File: src/rtl/lsu_axi_master.sv
// Load/store unit: accepts one memory request at a time and runs it over AXI AR/R or AW/W/B.
// Optional feature: define LSU_PERF_CNT_EN to add the perf_load_cnt/perf_store_cnt/perf_wait_cnt ports.
module lsu_axi_master #(
    parameter int DATA_W = 32,
    parameter int ADDR_W = 32
) (
    input  logic                clock,
    input  logic                reset_n,
    input  logic                req_valid,
    output logic                req_ready,
    input  logic [ADDR_W-1:0]   req_addr,
    input  logic [DATA_W-1:0]   req_wdata,
    input  logic                req_we,
    input  logic [1:0]          req_size,
    input  logic                req_signed,
    output logic                resp_valid,
    input  logic                resp_ready,
    output logic [DATA_W-1:0]   resp_rdata,
    output logic [1:0]          resp_err,
    output logic [ADDR_W-1:0]   araddr,
    output logic [2:0]          arsize,
    output logic                arvalid,
    input  logic                arready,
    input  logic [DATA_W-1:0]   rdata,
    input  logic [1:0]          rresp,
    input  logic                rvalid,
    output logic                rready,
    output logic [ADDR_W-1:0]   awaddr,
    output logic [2:0]          awsize,
    output logic                awvalid,
    input  logic                awready,
    output logic [DATA_W-1:0]   wdata,
    output logic [DATA_W/8-1:0] wstrb,
    output logic                wvalid,
    input  logic                wready,
    input  logic [1:0]          bresp,
    input  logic                bvalid,
    output logic                bready
`ifdef LSU_PERF_CNT_EN
    ,
    output logic [31:0]         perf_load_cnt,
    output logic [31:0]         perf_store_cnt,
    output logic [31:0]         perf_wait_cnt
`endif
);

    localparam int STRB_W = DATA_W / 8;
    localparam int OFF_W  = $clog2(STRB_W);

    typedef enum logic [2:0] {IDLE, RD_ADDR, RD_DATA, WR_REQ, WR_RESP, DONE} state_e;

    state_e              state_q, state_d;
    logic [ADDR_W-1:0]   addr_q, addr_d;
    logic [DATA_W-1:0]   wdata_q, wdata_d;
    logic [1:0]          size_q, size_d;
    logic                signed_q, signed_d;
    logic                awDone_q, awDone_d;
    logic                wDone_q, wDone_d;
    logic [DATA_W-1:0]   rdata_q, rdata_d;
    logic [1:0]          err_q, err_d;

    logic                misaligned;
    logic [DATA_W-1:0]   laneData, laneMask, loadExt, storeData;
    logic                signBit;
    logic [STRB_W-1:0]   strbBase;

    // OKAY and EXOKAY both count as success; SLVERR/DECERR pass straight through.
    function automatic logic [1:0] mapResp(input logic [1:0] resp);
        return resp[1] ? resp : 2'b00;
    endfunction

    always_comb begin
        misaligned = 1'b0;
        case (req_size)
            2'd0:    misaligned = 1'b0;
            2'd1:    misaligned = req_addr[0];
            2'd2:    misaligned = |req_addr[1:0];
            default: misaligned = (DATA_W == 32) || (|req_addr[2:0]);
        endcase
    end

    // Shift the addressed lane down to bit 0, then mask to size and extend.
    always_comb begin
        laneData = rdata >> {addr_q[OFF_W-1:0], 3'b000};
        laneMask = '1;
        signBit  = 1'b0;
        case (size_q)
            2'd0: begin
                laneMask = DATA_W'(64'h0000_0000_0000_00FF);
                signBit  = laneData[7];
            end
            2'd1: begin
                laneMask = DATA_W'(64'h0000_0000_0000_FFFF);
                signBit  = laneData[15];
            end
            2'd2: begin
                laneMask = DATA_W'(64'h0000_0000_FFFF_FFFF);
                signBit  = laneData[31];
            end
            default: begin
                laneMask = '1;
                signBit  = 1'b0;
            end
        endcase
        loadExt = (laneData & laneMask) | ((signed_q && signBit) ? ~laneMask : '0);
    end

    always_comb begin
        storeData = wdata_q;
        strbBase  = '1;
        case (size_q)
            2'd0: begin
                storeData = {STRB_W{wdata_q[7:0]}};
                strbBase  = STRB_W'(8'h01);
            end
            2'd1: begin
                storeData = {(DATA_W/16){wdata_q[15:0]}};
                strbBase  = STRB_W'(8'h03);
            end
            2'd2: begin
                storeData = {(DATA_W/32){wdata_q[31:0]}};
                strbBase  = STRB_W'(8'h0F);
            end
            default: begin
                storeData = wdata_q;
                strbBase  = STRB_W'(8'hFF);
            end
        endcase
    end

    // Next-state logic; request fields are only captured on acceptance so bus payloads stay frozen.
    always_comb begin
        state_d  = state_q;
        addr_d   = addr_q;
        wdata_d  = wdata_q;
        size_d   = size_q;
        signed_d = signed_q;
        awDone_d = awDone_q;
        wDone_d  = wDone_q;
        rdata_d  = rdata_q;
        err_d    = err_q;
        case (state_q)
            IDLE: begin
                if (req_valid) begin
                    addr_d   = req_addr;
                    wdata_d  = req_wdata;
                    size_d   = req_size;
                    signed_d = req_signed;
                    awDone_d = 1'b0;
                    wDone_d  = 1'b0;
                    rdata_d  = '0;
                    if (misaligned) begin
                        err_d   = 2'b01;
                        state_d = DONE;
                    end else begin
                        err_d   = 2'b00;
                        state_d = req_we ? WR_REQ : RD_ADDR;
                    end
                end
            end
            RD_ADDR: begin
                if (arready) state_d = RD_DATA;
            end
            RD_DATA: begin
                if (rvalid) begin
                    err_d   = mapResp(rresp);
                    rdata_d = rresp[1] ? '0 : loadExt;
                    state_d = DONE;
                end
            end
            WR_REQ: begin
                awDone_d = awDone_q | awready;
                wDone_d  = wDone_q | wready;
                if (awDone_d && wDone_d) state_d = WR_RESP;
            end
            WR_RESP: begin
                if (bvalid) begin
                    err_d   = mapResp(bresp);
                    state_d = DONE;
                end
            end
            DONE: begin
                if (resp_ready) state_d = IDLE;
            end
            default: state_d = IDLE;
        endcase
    end

    always_ff @(posedge clock) begin
        if (!reset_n) begin
            state_q  <= IDLE;
            addr_q   <= '0;
            wdata_q  <= '0;
            size_q   <= '0;
            signed_q <= 1'b0;
            awDone_q <= 1'b0;
            wDone_q  <= 1'b0;
            rdata_q  <= '0;
            err_q    <= '0;
        end else begin
            state_q  <= state_d;
            addr_q   <= addr_d;
            wdata_q  <= wdata_d;
            size_q   <= size_d;
            signed_q <= signed_d;
            awDone_q <= awDone_d;
            wDone_q  <= wDone_d;
            rdata_q  <= rdata_d;
            err_q    <= err_d;
        end
    end

    assign req_ready  = (state_q == IDLE);
    assign resp_valid = (state_q == DONE);
    assign resp_rdata = rdata_q;
    assign resp_err   = err_q;
    assign araddr     = addr_q;
    assign arsize     = {1'b0, size_q};
    assign arvalid    = (state_q == RD_ADDR);
    assign rready     = (state_q == RD_DATA);
    assign awaddr     = addr_q;
    assign awsize     = {1'b0, size_q};
    assign awvalid    = (state_q == WR_REQ) && !awDone_q;
    assign wdata      = storeData;
    assign wstrb      = strbBase << addr_q[OFF_W-1:0];
    assign wvalid     = (state_q == WR_REQ) && !wDone_q;
    assign bready     = (state_q == WR_RESP);

`ifdef LSU_PERF_CNT_EN
    logic [31:0] loadCnt_q, storeCnt_q, waitCnt_q;

    // Completed bus transactions (errors included) and cycles spent waiting on the bus.
    always_ff @(posedge clock) begin
        if (!reset_n) begin
            loadCnt_q  <= '0;
            storeCnt_q <= '0;
            waitCnt_q  <= '0;
        end else begin
            if (state_q == RD_DATA && rvalid) loadCnt_q <= loadCnt_q + 32'd1;
            if (state_q == WR_RESP && bvalid) storeCnt_q <= storeCnt_q + 32'd1;
            if (state_q inside {RD_ADDR, RD_DATA, WR_REQ, WR_RESP}) waitCnt_q <= waitCnt_q + 32'd1;
        end
    end

    assign perf_load_cnt  = loadCnt_q;
    assign perf_store_cnt = storeCnt_q;
    assign perf_wait_cnt  = waitCnt_q;
`endif

endmodule

File: config.mk
export PLATFORM = sky130hd
export DESIGN_NAME = lsu_axi_master
export DESIGN_NICKNAME = d
export VERILOG_FILES = /design/src/rtl/lsu_axi_master.sv
export SDC_FILE = /design/constraint.sdc
export NUM_CORES = 1
export LEC_CHECK = 0
export ABC_AREA = 1
export CORE_MARGIN = 2
export CORE_UTILIZATION = 44
export DETAILED_ROUTE_END_ITERATION = 16
export PLACE_DENSITY = 0.82
export SLEW_MARGIN = 20
export SYNTH_ARGS = -nofsm -noshare
export SYNTH_HDL_FRONTEND = slang
export SYNTH_SLANG_ARGS = --single-unit
File: constraint.sdc
create_clock -name clock -period 3.5 [get_ports clock]
set_input_delay 0.7 -clock clock [delete_from_list [all_inputs] [get_ports clock]]
set_output_delay 0.7 -clock clock [all_outputs]
set_load 0.01 [all_outputs]
Word-level counts from Yosys, hierarchy flattened

Index checks and enable logic that the tools add are counted.

Eq/ne operators: 15
Shifts and indexed selects: 2
Mux-type cells: 29
Bitwise operators: 5
Reductions and logical operators: 18

Operators with widths:

| kind                                                             | number |
|---|---|
| 32-bit one-hot mux with 2 select lines                           | 3 |
| 32-bit two-way mux                                               | 4 |
| 32-bit bitwise AND                                               | 1 |
| 32-bit NOT                                                       | 1 |
| 32-bit bitwise OR                                                | 1 |
| 32-bit by 5-bit right shift with 32-bit output                   | 1 |
| 3-bit two-way mux                                                | 7 |
| 3-bit one-hot mux with 6 select lines                            | 1 |
| 2-bit two-way mux                                                | 6 |
| 2-bit != test (second input constant)                            | 4 |
| 4-bit one-hot mux with 2 select lines                            | 1 |
| 3-bit by 2-bit == test with 1-bit output (second input constant) | 2 |
| 3-bit == test (second input constant)                            | 2 |
| 1-bit one-hot mux with 3 select lines                            | 2 |
| 2-bit one-hot mux with 3 select lines                            | 1 |
| 6-bit AND reduction                                              | 1 |
| 2-bit by 1-bit == test with 1-bit output (second input constant) | 2 |
| 2-bit == test (second input constant)                            | 2 |
| 1-bit logical AND                                                | 4 |
| 2-bit zero test                                                  | 2 |
| 2-bit by 1-bit != test with 1-bit output (second input constant) | 2 |
| 1-bit one-hot mux with 2 select lines                            | 2 |
| 2-bit AND reduction                                              | 2 |
| 4-bit AND reduction                                              | 1 |
| other kinds (10)                                                 | 14 |

Register bits after elaboration: 106
Input port bits: 113
Output and inout bits: 147
Word-level logic and storage cells: 78

Depth between registers and ports, before layout

Depth in word-level cells: 8
Depth in mapped cells: 12
Gate-level depth less buffers: 10

Worst setup path before layout

Ideal clock, no wire load.

Path type: reg-to-output
From: reg size_q[1]
To: out wdata[24]
Arrival: 1443 ps
Data required time: 2800 ps
Path slack: 1357 ps
Cell stages (with the launch flop): 5
Buffers on the path: 2
Cell sequence: dfxtp_1 -> clkbuf_1 -> clkinv_1 -> clkbuf_1 -> o221ai_1

Cells in the longest elaborated chain, start to end: 2
Elaborated cells on any way between the ends: 3
Those cells by class: eq/ne (1); mux (1); reduce/logical (1)

RTL lines:

| item                                                                               | line | text |
|---|---|---|
| start, declared                                                                    | 55   | `logic [1:0] size_q, size_d;` |
| start signal, assigned                                                             | 204  | `size_q <= size_d;` |
| 2-bit by 1-bit == test with 1-bit output / 2-bit zero test (equally long branches) | 111  | `case (size_q)` |
| 32-bit one-hot mux with 2 select lines (*)                                         | 111  |  |
| end, declared                                                                      | 32   | `output logic [DATA_W-1:0] wdata,` |

Mark *: on every way between the ends. The rest lies on a longest branch, timed or not.

Worst setup path after layout

From: reg size_q[1]
To: out wdata[28]

The elaborated chain is that of the path after synthesis.

==> summary.md <==
| Metric | Value |
|---|---|
| Worst stage delay on the critical path | `0.62 ns` |
| Commonest non-fill, non-tap cells in the layout | `clkdlybuf4s50_1 (257), nand2_1 (181), a21oi_1 (129), dfxtp_1 (106), nand3_1 (67)` |
| Cell family with most CP delay | `buffers and inverters` |
| Mean post-synth cell area | `6.860 sq um` |
| CTS buffer count | `9` |
| Sequential share of the synthesized area | `40.23%` |
| First-pass GRT wire length | `26720 um` |
| Starting density of the core | `45.61%` |
| Clk slew on worst S/H paths | `0.07 ns` |
| Setup Skew | `0.007473 ns` |
| Mapped Cells | `769` |
| Worst-path fanout max | `19` |
| Reg-to-reg setup timing slack | `1.31 ns` |
| Status | `complete, no violations` |
| Startpoint types | `flop` |
| Die outline width | `113.5 um` |
| Drt via density | `5.229` |
| Post-route DRC | `0` |
| IO Port Bufs | `257` |
| Non-Filler Instances | `1100` |
| CORE AREA | `0.01156 sq mm` |
| CTS Root Cell | `clkbuf_16` |
| FF+latch count, synth | `106` |
| Synth unique cells | `25` |
| Routed Wire Length | `16930 um` |
| Diodes inserted | `0` |
| Average wire per standard cell | `15.39 um` |
| Largest area contributor in the netlist | `dfxtp_1` |
| Post-CTS Setup Bufs | `0` |
| Tot Pwr | `5.445 mW` |
| Critical path capture point type | `primary output` |
| Worst-Skew Late Latency | `0.35 ns` |
| Dpl hpwl | `11980 um` |
| Slowest cell on crit path | `clkinv_1` |
| Dpl ws | `0.6378 ns` |
| CTS resizes | `0` |
| Netlist Area Pre-Place | `0.005275 sq mm` |
| CTS Hold Bufs | `0` |
| TNS Setup | `0 ns` |
| Ratio of cells with drive above 1 in the final layout | `4.075%` |
| Global route total overflow | `0` |
| Critical Path, Cell by Cell | `clkinv_1, o221ai_1, clkdlybuf4s50_1` |
| Synth area leaders | `dfxtp_1 (40%), nand2_1 (13%), a21oi_1 (12%)` |
| Maxcap violations | `0` |
| RR Startpoint | `araddr[0]` |
| First drt pass iteration count | `6` |
| Least-Margin Pin Slew | `0.9724 ns` |
| Vias in the first global route | `5348` |
| P_leak | `2.993 nW` |
| Max Clk Rate | `309.2 MHz` |
| Routed vias | `5752` |
| Htree depth | `3` |
| Critical path class | `reg2out` |
| Worst vdd ir | `414.6 uV` |
| Hold_sp | `wdata_q[29]` |
| Min Tclk post-route | `3.234 ns` |
| I/O Pins | `260` |
| Hold Path Class | `reg2reg` |
| CTS sink count | `106` |
| RSZ-0062 raised after global routing | `false` |
| Commonest non-fill, non-tap cell in the layout | `clkdlybuf4s50_1` |
| Final WS setup | `0.2658 ns` |
| Final core utilization | `68.32%` |
| Slew HR | `35.10%` |
| Synth-to-layout area growth | `49.79%` |
| Data arrival, critical path | `2.53 ns` |
| Count of pins over their slew limit | `0` |
| Fin crit share | `92.40%` |
| Global Route Usage Sum | `25.82%` |
| Synth Warn # | `0` |
| Hold Vio Cnt, Final | `0` |
| Routability Congestion | `0.8657` |
| CTS tree | `done` |
| CP required | `2.80 ns` |
| CP startpoint | `size_q[1]` |
| Net count, final | `1065` |
| Die Span Y | `113.5 um` |
| Final setup violation count | `0` |
| Cell Pwr Density | `689.1 mW/mm^2` |
| Drt initial violations | `502` |
| Largest net degree at the start of global routing | `98` |
| Maximum clock insertion buffer count | `2` |
| Initial antenna violation count | `0` |
| Antenna viol nets, final | `0` |
| Site row count | `39` |
| Share of the synthesized area in the top cell type | `40.23%` |
| Die ar. | `0.01288 sq mm` |
| Dpl cells | `1084` |
| Buffers and inverters on the worst path | `2` |
-- cell usage after synthesis --
cell and n:
a21o_1 1, a21oi_1 129, a22oi_1 2, buf_1 6
buf_2 10, buf_4 46, buf_6 1, clkbuf_1 35
clkinv_1 1, conb_1 1, dfxtp_1 106, inv_1 51
inv_2 4, nand2_1 181, nand2_2 4, nand3_1 67
nand3_4 1, nand4_1 1, nor2_1 36, nor2_4 2
nor3_1 2, o211ai_1 15, o21ai_0 58, o221ai_1 8
o22ai_1 1
-- metrics by stage --
stage | area (sq um) | hold slack [ns]
2_1_floorplan | 5279 | 0.4301
3_3_place_gp | 7572 | 0.4469
3_5_place_dp | 7572 | 0.4488
4_1_cts | 7901 | 0.4579
5_1_grt | 7901 | 0.4899
6_report | 7901 | 0.4571
-- report_power, final --
group / switching, mW / internal, mW / total (mW) / leakage, nW
Combinational: 1.52 / 1.19 / 2.71 / 1.97
Sequential: 0.177 / 1.44 / 1.62 / 0.866
Clock: 0.468 / 0.648 / 1.12 / 0.159
-- layout make-up --
type | count | area (sq um)
fillers | 990 | 3664
repair buffers | 269 | 2675
multi-input cells | 510 | 2386
flip-flops and latches | 106 | 2122
clock buffers | 10 | 239.0
inverters | 56 | 210.2
well taps | 143 | 178.9
clock inverters | 6 | 90.09
-- routing by layer --
layer / GRT usage (%) / wire (um)
met1: 32.37 / 7162
met2: 42.87 / 7986
met3: 5.154 / 1269
met4: 12.03 / 508
met5: 0 / 0
-- worst min-delay path, stage by stage, from the launching register on --
cell	delay, ns
dfxtp_1	0.30
inv_1	0.06
a21oi_1	0.06
-- sequential cells by signal, indices dropped and copies added, names as in the netlist --
signal and cells:
araddr 32, signed_q 1, wDone_q 1, awDone_q 1
state_q 3, wdata_q 32, size_q 2, resp_err 2
resp_rdata 32
-- worst paths after layout --
path | to | depth (start not counted)
worst min register to register | wdata_q[29] | 2
worst min-delay path | wdata_q[29] | 2
worst max register to register | resp_rdata[31] | 11
worst max-delay path | wdata[28] | 3
-- kinds of logic (layout without fill, tap and decap cells) --
kind of cell	count (synthesis)	in the layout	share of synthesized area [%]
DFF	106	106	40.23
buffers and inverters	154	341	14.61
and+or+nand+nor	294	294	23.34
other	1	2	0.07109
AOI/OAI and AO/OA	214	214	21.75
Note: power is estimated with default switching activity, not from simulation.
